File: config.mk
export PLATFORM = sky130hd
export DESIGN_NAME = dmac_write_scheduler
export DESIGN_NICKNAME = d
export VERILOG_FILES = /design/src/rtl/axi4_pkg.sv /design/src/rtl/dmac_pkg.sv /design/src/rtl/dmac_rr_arbiter.sv /design/src/rtl/dmac_write_scheduler.sv
export SDC_FILE = /design/constraint.sdc
export NUM_CORES = 2
export LEC_CHECK = 0
export ABC_AREA = 1
export ABC_CLOCK_PERIOD_IN_PS = 3600
export CORE_MARGIN = 8
export CORE_UTILIZATION = 30
export DETAILED_ROUTE_END_ITERATION = 8
export GPL_TIMING_DRIVEN = 0
export SYNTH_ARGS = -nofsm -noshare
export SYNTH_HDL_FRONTEND = slang
export SYNTH_HIERARCHICAL = 1
export SYNTH_SLANG_ARGS = --single-unit
File: constraint.sdc
create_clock -name clk -period 3.6 [get_ports clk]
set_input_delay 0.72 -clock clk [delete_from_list [all_inputs] [get_ports clk]]
set_output_delay 0.72 -clock clk [all_outputs]
set_load 0.05 [all_outputs]
File: src/rtl/axi4_pkg.sv
// AXI4 field widths shared by the DMA blocks.
// Only the widths the write scheduler needs live here.
package axi4_pkg;
  localparam int BURST_BITS = 2;
  localparam int SIZE_BITS  = 3;
endpackage

File: src/rtl/dmac_pkg.sv
// DMA controller shared types: channel/scheduler states and
// the outstanding-burst FIFO entry.
package dmac_pkg;
  localparam int BURST_BITS = axi4_pkg::BURST_BITS;
  localparam int SIZE_BITS  = axi4_pkg::SIZE_BITS;
  localparam int CH_IDX_W   = 8;

  typedef enum logic [1:0] {
    CH_IDLE,
    CH_ACTIVE,
    CH_DRAIN
  } ch_state_e;

  typedef enum logic {
    S_ARB,
    S_ISSUE
  } sched_state_e;

  typedef struct packed {
    logic [CH_IDX_W-1:0] ch;
    logic                last;
  } ost_ent_t;
endpackage

File: src/rtl/dmac_rr_arbiter.sv
// Round-robin channel arbiter: first requester at or after
// rr_ptr wins, wrapping past the last channel.
module dmac_rr_arbiter #(
  parameter int CHANNEL_COUNT = 8
) (
  input  logic [CHANNEL_COUNT-1:0]         req,
  input  logic [$clog2(CHANNEL_COUNT)-1:0] rr_ptr,
  output logic                             gnt_valid,
  output logic [$clog2(CHANNEL_COUNT)-1:0] gnt_idx
);
  localparam int CW = $clog2(CHANNEL_COUNT);

  // rotating priority scan starting at rr_ptr
  always_comb begin
    int j;
    j         = 0;
    gnt_valid = 1'b0;
    gnt_idx   = '0;
    for (int i = 0; i < CHANNEL_COUNT; i++) begin
      j = int'(rr_ptr) + i;
      if (j >= CHANNEL_COUNT) j = j - CHANNEL_COUNT;
      if (!gnt_valid && req[j]) begin
        gnt_valid = 1'b1;
        gnt_idx   = CW'(j);
      end
    end
  end
endmodule

File: src/rtl/dmac_write_scheduler.sv
// Per-channel DMA write scheduler with B-response tracking.
// Optional: DMAC_WR_SCHED_BRESP_ERR_EN enables sticky ch_err.
module dmac_write_scheduler
  import dmac_pkg::*;
#(
  parameter int ADDR_WD         = 32,
  parameter int CHANNEL_COUNT   = 8,
  parameter int MAX_OUTSTANDING = 4
) (
  input  logic                                         clk,
  input  logic                                         rst_n,
  input  logic [CHANNEL_COUNT-1:0]                     ch_start_valid,
  output logic [CHANNEL_COUNT-1:0]                     ch_start_ready,
  input  logic [CHANNEL_COUNT-1:0][ADDR_WD-1:0]        ch_addr,
  input  logic [CHANNEL_COUNT-1:0][ADDR_WD-1:0]        ch_length,
  input  logic [CHANNEL_COUNT-1:0][BURST_BITS-1:0]     ch_burst,
  input  logic [CHANNEL_COUNT-1:0][SIZE_BITS-1:0]      ch_size,
  input  logic [CHANNEL_COUNT-1:0][$clog2(ADDR_WD/8)-1:0] ch_data_offset,
  input  logic [CHANNEL_COUNT-1:0]                     ch_data_ready,
  output logic [CHANNEL_COUNT-1:0]                     ch_busy,
  output logic [CHANNEL_COUNT-1:0]                     ch_done,
  output logic [CHANNEL_COUNT-1:0]                     ch_err,
  output logic                                         wr_req_valid,
  input  logic                                         wr_req_ack,
  output logic [ADDR_WD-1:0]                           wr_req_addr,
  output logic [ADDR_WD-1:0]                           wr_req_length,
  output logic [BURST_BITS-1:0]                        wr_req_burst,
  output logic [SIZE_BITS-1:0]                         wr_req_size,
  output logic [$clog2(ADDR_WD/8)-1:0]                 wr_req_data_offset,
  output logic [$clog2(CHANNEL_COUNT)-1:0]             wr_req_ch,
  input  logic [ADDR_WD-1:0]                           wr_req_next_addr,
  input  logic [ADDR_WD-1:0]                           wr_req_next_length,
  input  logic                                         wr_req_done,
  input  logic                                         m_axi_bvalid,
  output logic                                         m_axi_bready,
  input  logic [1:0]                                   m_axi_bresp
);
  localparam int CW = $clog2(CHANNEL_COUNT);
  localparam int OW = $clog2(ADDR_WD/8);
  localparam int PW = (MAX_OUTSTANDING > 1) ? $clog2(MAX_OUTSTANDING) : 1;
  localparam int NW = $clog2(MAX_OUTSTANDING + 1);

  ch_state_e                               st_q [CHANNEL_COUNT];
  logic [CHANNEL_COUNT-1:0][ADDR_WD-1:0]    addr_q;
  logic [CHANNEL_COUNT-1:0][ADDR_WD-1:0]    len_q;
  logic [CHANNEL_COUNT-1:0][BURST_BITS-1:0] burst_q;
  logic [CHANNEL_COUNT-1:0][SIZE_BITS-1:0]  size_q;
  logic [CHANNEL_COUNT-1:0][OW-1:0]         off_q;
  logic [CHANNEL_COUNT-1:0]                 zdone_q;

  sched_state_e ss_q, ss_d;
  logic [CW-1:0] gnt_q, rr_q;

  ost_ent_t      fifo_q [MAX_OUTSTANDING];
  logic [PW-1:0] wp_q, rp_q;
  logic [NW-1:0] cnt_q;

  logic                     full, empty, push, bfire;
  ost_ent_t                 head;
  logic [CHANNEL_COUNT-1:0] elig, start_acc, retire, bmatch;
  logic                     arb_valid;
  logic [CW-1:0]            arb_idx;

  assign full  = (cnt_q == NW'(MAX_OUTSTANDING));
  assign empty = (cnt_q == '0);
  assign push  = (ss_q == S_ISSUE) && wr_req_ack;
  assign bfire = m_axi_bvalid && !empty;
  assign head  = fifo_q[rp_q];

  // per-channel eligibility, start handshake and retire decode
  always_comb begin
    elig      = '0;
    start_acc = '0;
    retire    = '0;
    bmatch    = '0;
    for (int i = 0; i < CHANNEL_COUNT; i++) begin
      elig[i]      = (st_q[i] == CH_ACTIVE) && ch_data_ready[i] && !full;
      start_acc[i] = ch_start_valid[i] && (st_q[i] == CH_IDLE);
      bmatch[i]    = bfire && (head.ch == CH_IDX_W'(i));
      retire[i]    = bmatch[i] && head.last;
    end
  end

  dmac_rr_arbiter #(
    .CHANNEL_COUNT(CHANNEL_COUNT)
  ) u_arb (
    .req      (elig),
    .rr_ptr   (rr_q),
    .gnt_valid(arb_valid),
    .gnt_idx  (arb_idx)
  );

  // scheduler next state
  always_comb begin
    ss_d = ss_q;
    unique case (ss_q)
      S_ARB:   if (arb_valid) ss_d = S_ISSUE;
      S_ISSUE: if (wr_req_ack) ss_d = S_ARB;
    endcase
  end

  // scheduler state, grant latch and fairness pointer
  always_ff @(posedge clk or negedge rst_n) begin
    if (!rst_n) begin
      ss_q  <= S_ARB;
      gnt_q <= '0;
      rr_q  <= '0;
    end else begin
      ss_q <= ss_d;
      if (ss_q == S_ARB && arb_valid) gnt_q <= arb_idx;
      if (push)
        rr_q <= (gnt_q == CW'(CHANNEL_COUNT-1)) ? '0 : gnt_q + 1'b1;
    end
  end

  // outstanding-burst FIFO, popped in order by B responses
  always_ff @(posedge clk or negedge rst_n) begin
    if (!rst_n) begin
      for (int k = 0; k < MAX_OUTSTANDING; k++) fifo_q[k] <= '0;
      wp_q  <= '0;
      rp_q  <= '0;
      cnt_q <= '0;
    end else begin
      if (push) begin
        fifo_q[wp_q] <= '{ch: CH_IDX_W'(gnt_q), last: wr_req_done};
        wp_q <= (wp_q == PW'(MAX_OUTSTANDING-1)) ? '0 : wp_q + 1'b1;
      end
      if (bfire)
        rp_q <= (rp_q == PW'(MAX_OUTSTANDING-1)) ? '0 : rp_q + 1'b1;
      if (push && !bfire) cnt_q <= cnt_q + 1'b1;
      else if (!push && bfire) cnt_q <= cnt_q - 1'b1;
    end
  end

  // channel descriptor registers and lifecycle
  always_ff @(posedge clk or negedge rst_n) begin
    if (!rst_n) begin
      for (int i = 0; i < CHANNEL_COUNT; i++) st_q[i] <= CH_IDLE;
      addr_q  <= '0;
      len_q   <= '0;
      burst_q <= '0;
      size_q  <= '0;
      off_q   <= '0;
      zdone_q <= '0;
    end else begin
      for (int i = 0; i < CHANNEL_COUNT; i++) begin
        zdone_q[i] <= 1'b0;
        if (start_acc[i]) begin
          addr_q[i]  <= ch_addr[i];
          len_q[i]   <= ch_length[i];
          burst_q[i] <= ch_burst[i];
          size_q[i]  <= ch_size[i];
          off_q[i]   <= ch_data_offset[i];
          if (ch_length[i] == '0) zdone_q[i] <= 1'b1;
          else st_q[i] <= CH_ACTIVE;
        end
        if (push && gnt_q == CW'(i)) begin
          addr_q[i] <= wr_req_next_addr;
          len_q[i]  <= wr_req_next_length;
          if (wr_req_done) st_q[i] <= CH_DRAIN;
        end
        if (retire[i]) st_q[i] <= CH_IDLE;
      end
    end
  end

`ifdef DMAC_WR_SCHED_BRESP_ERR_EN
  logic [CHANNEL_COUNT-1:0] err_q;

  // sticky error on SLVERR/DECERR, cleared by a new start
  always_ff @(posedge clk or negedge rst_n) begin
    if (!rst_n) begin
      err_q <= '0;
    end else begin
      for (int i = 0; i < CHANNEL_COUNT; i++) begin
        if (start_acc[i]) err_q[i] <= 1'b0;
        else if (bmatch[i] && m_axi_bresp[1]) err_q[i] <= 1'b1;
      end
    end
  end

  assign ch_err = err_q;
`else
  logic unused_bresp;
  assign unused_bresp = ^m_axi_bresp;
  assign ch_err       = '0;
`endif

  // channel status outputs
  always_comb begin
    ch_start_ready = '0;
    ch_busy        = '0;
    for (int i = 0; i < CHANNEL_COUNT; i++) begin
      ch_start_ready[i] = (st_q[i] == CH_IDLE);
      ch_busy[i]        = (st_q[i] != CH_IDLE);
    end
  end

  assign ch_done            = zdone_q | retire;
  assign m_axi_bready       = !empty;
  assign wr_req_valid       = (ss_q == S_ISSUE);
  assign wr_req_ch          = gnt_q;
  assign wr_req_addr        = addr_q[gnt_q];
  assign wr_req_length      = len_q[gnt_q];
  assign wr_req_burst       = burst_q[gnt_q];
  assign wr_req_size        = size_q[gnt_q];
  assign wr_req_data_offset = off_q[gnt_q];
endmodule
==> impl_metrics.tcl <==
set metrics [dict create \
    die-width_um 353 \
    cts_tree "done" \
    vias_per_cell 5.73 \
    drt_iter0_drc 5770 \
    wl_um 218000 \
    hold_buffers 0 \
    ys_ff_latch 622 \
    layout-drive-gt1-share_pct 10.0 \
    crit_path_end_kind "output pin" \
    place.gp.congestion 0.964 \
    grt_usage_pct 33.3 \
    portBuffers 751 \
    grt_pass1_vias 38900 \
    stdcell_count 6964 \
    cts_sinks 622 \
    layout_setup_ws_ns -0.0283 \
    place_inst 6763 \
    regArea_um2 15600 \
    clk_pin_slew_ns 0.06 \
    powerDensity_nw_per_um2 996 \
    drv_cap 0 \
    die_y_um 353 \
    p_leak_nw 20.4 \
    ir_drop_uv 574 \
    clk_root_buffer_cell "clkbuf_16" \
    crit_arrival_ns 2.91 \
    htree_levels 3 \
    grt_pass1_wl_um 300000 \
    min_path_type "primary input to async pin" \
    fin_crit_sh_pct 101 \
    drtPass1Iterations 7 \
    r2r_end "addr_q[134]" \
    fin_util_pct 42.1 \
    syn_to_final_growth_pct 39.0 \
    ios 763 \
    cts_made_buffers 78 \
    r2r_cells 14 \
    synth_area_um2 34100 \
    fin_hold_ws_ns 0.0274 \
    ant_nets 0 \
    clock_path_buffers 3 \
    multi_input_area_um2 16000 \
    total_power_mw 47.1 \
    grt_max_degree 107 \
    filler_cell_count 11500 \
    finClkSkew_ns 0.0210 \
    hold_viol 0 \
    gr-total-overflow 0 \
    synth_ff_type "dfrtp_1" \
    core.rowCount 123 \
    layout_commonest_cell "clkdlybuf4s50_1" \
    finalSetupViolations 2 \
    crit_required_ns 2.88 \
    postSynthCellCount 4496 \
    fmax_mhz 276 \
    dieArea_um2 125000 \
    synth_edf_count 0 \
    tns_ns -0.0411 \
    post-dp-hpwl_um 170000 \
    worstReg2RegStart "wr_req_ch[0]" \
    syn-mean-instance-area_um2 7.57 \
    coreArea_um2 112000 \
    async_flop_share_pct 100 \
    slew-limit-headroom_pct 13.6 \
    vias 39900 \
    status "finished with violations" \
    synth_cell_type_count 43 \
    antenna_found_initial 45 \
    final_cell_mix "clkdlybuf4s50_1 (671), nand2_1 (631), dfrtp_1 (620)" \
    r2r_slack_ns 0 \
    violations "negative setup slack" \
    drc 0 \
    yosysWarnings 6 \
    ys_seq_area_share_pct 45.7 \
    wire_per_inst_um 31.4 \
    cp_max_fo 10 \
    fin_crit_ns 3.63 \
    tightestPinTransition_ns 1.30 \
    setup.worst_path.start_class "register" \
    clkLatencyLatePin_ns 0.67 \
    nNetsFinal 6032 \
    slew_viol_final 0 \
    start_util_pct 30.3 \
    criticalPathCategory "register to output pin" \
]
-- Yosys cell counts (2+ instances only) --
library cell	n	area share, %
a21oi_1	505	7.4
a22oi_1	39	0.86
a31oi_1	72	1.3
and2_1	2	0.037
buf_1	35	0.39
buf_2	81	1.2
buf_4	17	0.37
buf_6	3	0.099
clkbuf_1	219	2.4
dfrtp_1	622	46
ha_1	14	0.51
inv_1	350	3.9
inv_2	12	0.13
mux2_2	22	0.73
nand2_1	641	7.1
nand2_2	5	0.092
nand3_1	337	5.0
nand3_2	3	0.088
nand3b_1	2	0.044
nand4_1	13	0.24
nor2_1	594	6.5
nor2_2	2	0.037
nor2_4	2	0.066
nor3_1	22	0.32
nor3_2	4	0.12
o211ai_1	72	1.6
o21ai_0	583	8.6
o21ai_1	2	0.029
o21bai_1	2	0.044
o221ai_1	130	3.3
o22ai_1	64	1.2
o31ai_1	2	0.044
or2_2	9	0.17
xnor2_1	3	0.077
xor2_1	3	0.077
-- timing repair --
action / 4_1_cts / 5_1_grt
cloned: 2 / 0
buffers inserted: 16 / 6
gates resized for setup: 710 / 87
pin swaps: 13 / 3
setup endpoints to repair: 597 / 206
-- cells by family after synthesis --
logic type	Yosys count	share of synthesized area (%)
mux	22	0.728
other cells	1	0.0110
xor+xnor	6	0.154
flops	622	45.7
fa+ha+maj	15	0.573
compound gates	1472	24.4
buf+inv	718	8.47
simple gates	1640	19.9
-- final cells by class --
cell class	instances	area share (%)
clock inverter	28	0.872
buffer	350	4.08
timing repair buffer	784	16.5
antenna	37	0.196
clock buffer	117	4.90
sequential	622	32.9
tap	1500	3.96
inverter	363	2.88
multi-input combinational	3163	33.7
-- worst max-delay path by stage --
stage                     cells after the start           endpoint    startpoint
after floorplan                              11  wr_req_length[24]  wr_req_ch[0]
after global placement                        1         addr_q[76]         rst_n
after detailed placement                     13        addr_q[154]  wr_req_ch[0]
after CTS                                     9    wr_req_burst[0]  wr_req_ch[0]
after global routing                         12  wr_req_length[31]  wr_req_ch[0]
final                                         7    wr_req_addr[18]  wr_req_ch[0]
-- state kept, by name (all words and copies together), names as in the netlist, 8 cells and up --
name / flops
len_q: 256
fifo_q: 16
off_q: 16
addr_q: 256
burst_q: 16
size_q: 24
st_q: 16
zdone_q: 8
-- where the power goes --
part | internal (mW) | leakage [nW] | switching, mW
logic | 8.23 | 11.6 | 18.2
registers | 10.4 | 7.44 | 1.65
clock network | 5.05 | 1.34 | 3.53
total | 23.7 | 20.4 | 23.4
-- worst max-delay path: stages (launching register included) --
cell and delay, ns:
dfrtp_2 0.43, buf_12 0.15, inv_2 0.08, clkbuf_8 0.27, clkbuf_1 0.45, o21ai_0 0.25, a31oi_1 0.34, buf_4 0.26
-- metrics by stage --
| stage | setup slack [ns] | area, um^2 |
|---|---|---|
| 5_1_grt | -0.00660 | 47300 |
| 3_5_place_dp | -1.76 | 43700 |
| 4_1_cts | -0.0180 | 47100 |
| 3_3_place_gp | -28.36 | 43500 |
| 2_1_floorplan | 0.264 | 34100 |
| 6_report | -0.0283 | 47300 |
-- per-layer routing --
layer / global-route usage [%] / vias to the layer above / share of wire [%]
li1: - / 17100 / -
met3: 9.48 / 591 / 11
met1: 41.9 / 19500 / 38
met4: 18.2 / 28 / 6.2
met5: 0 / - / 0.078
met2: 51.3 / 2701 / 44
(Power assumes the default switching activity.)
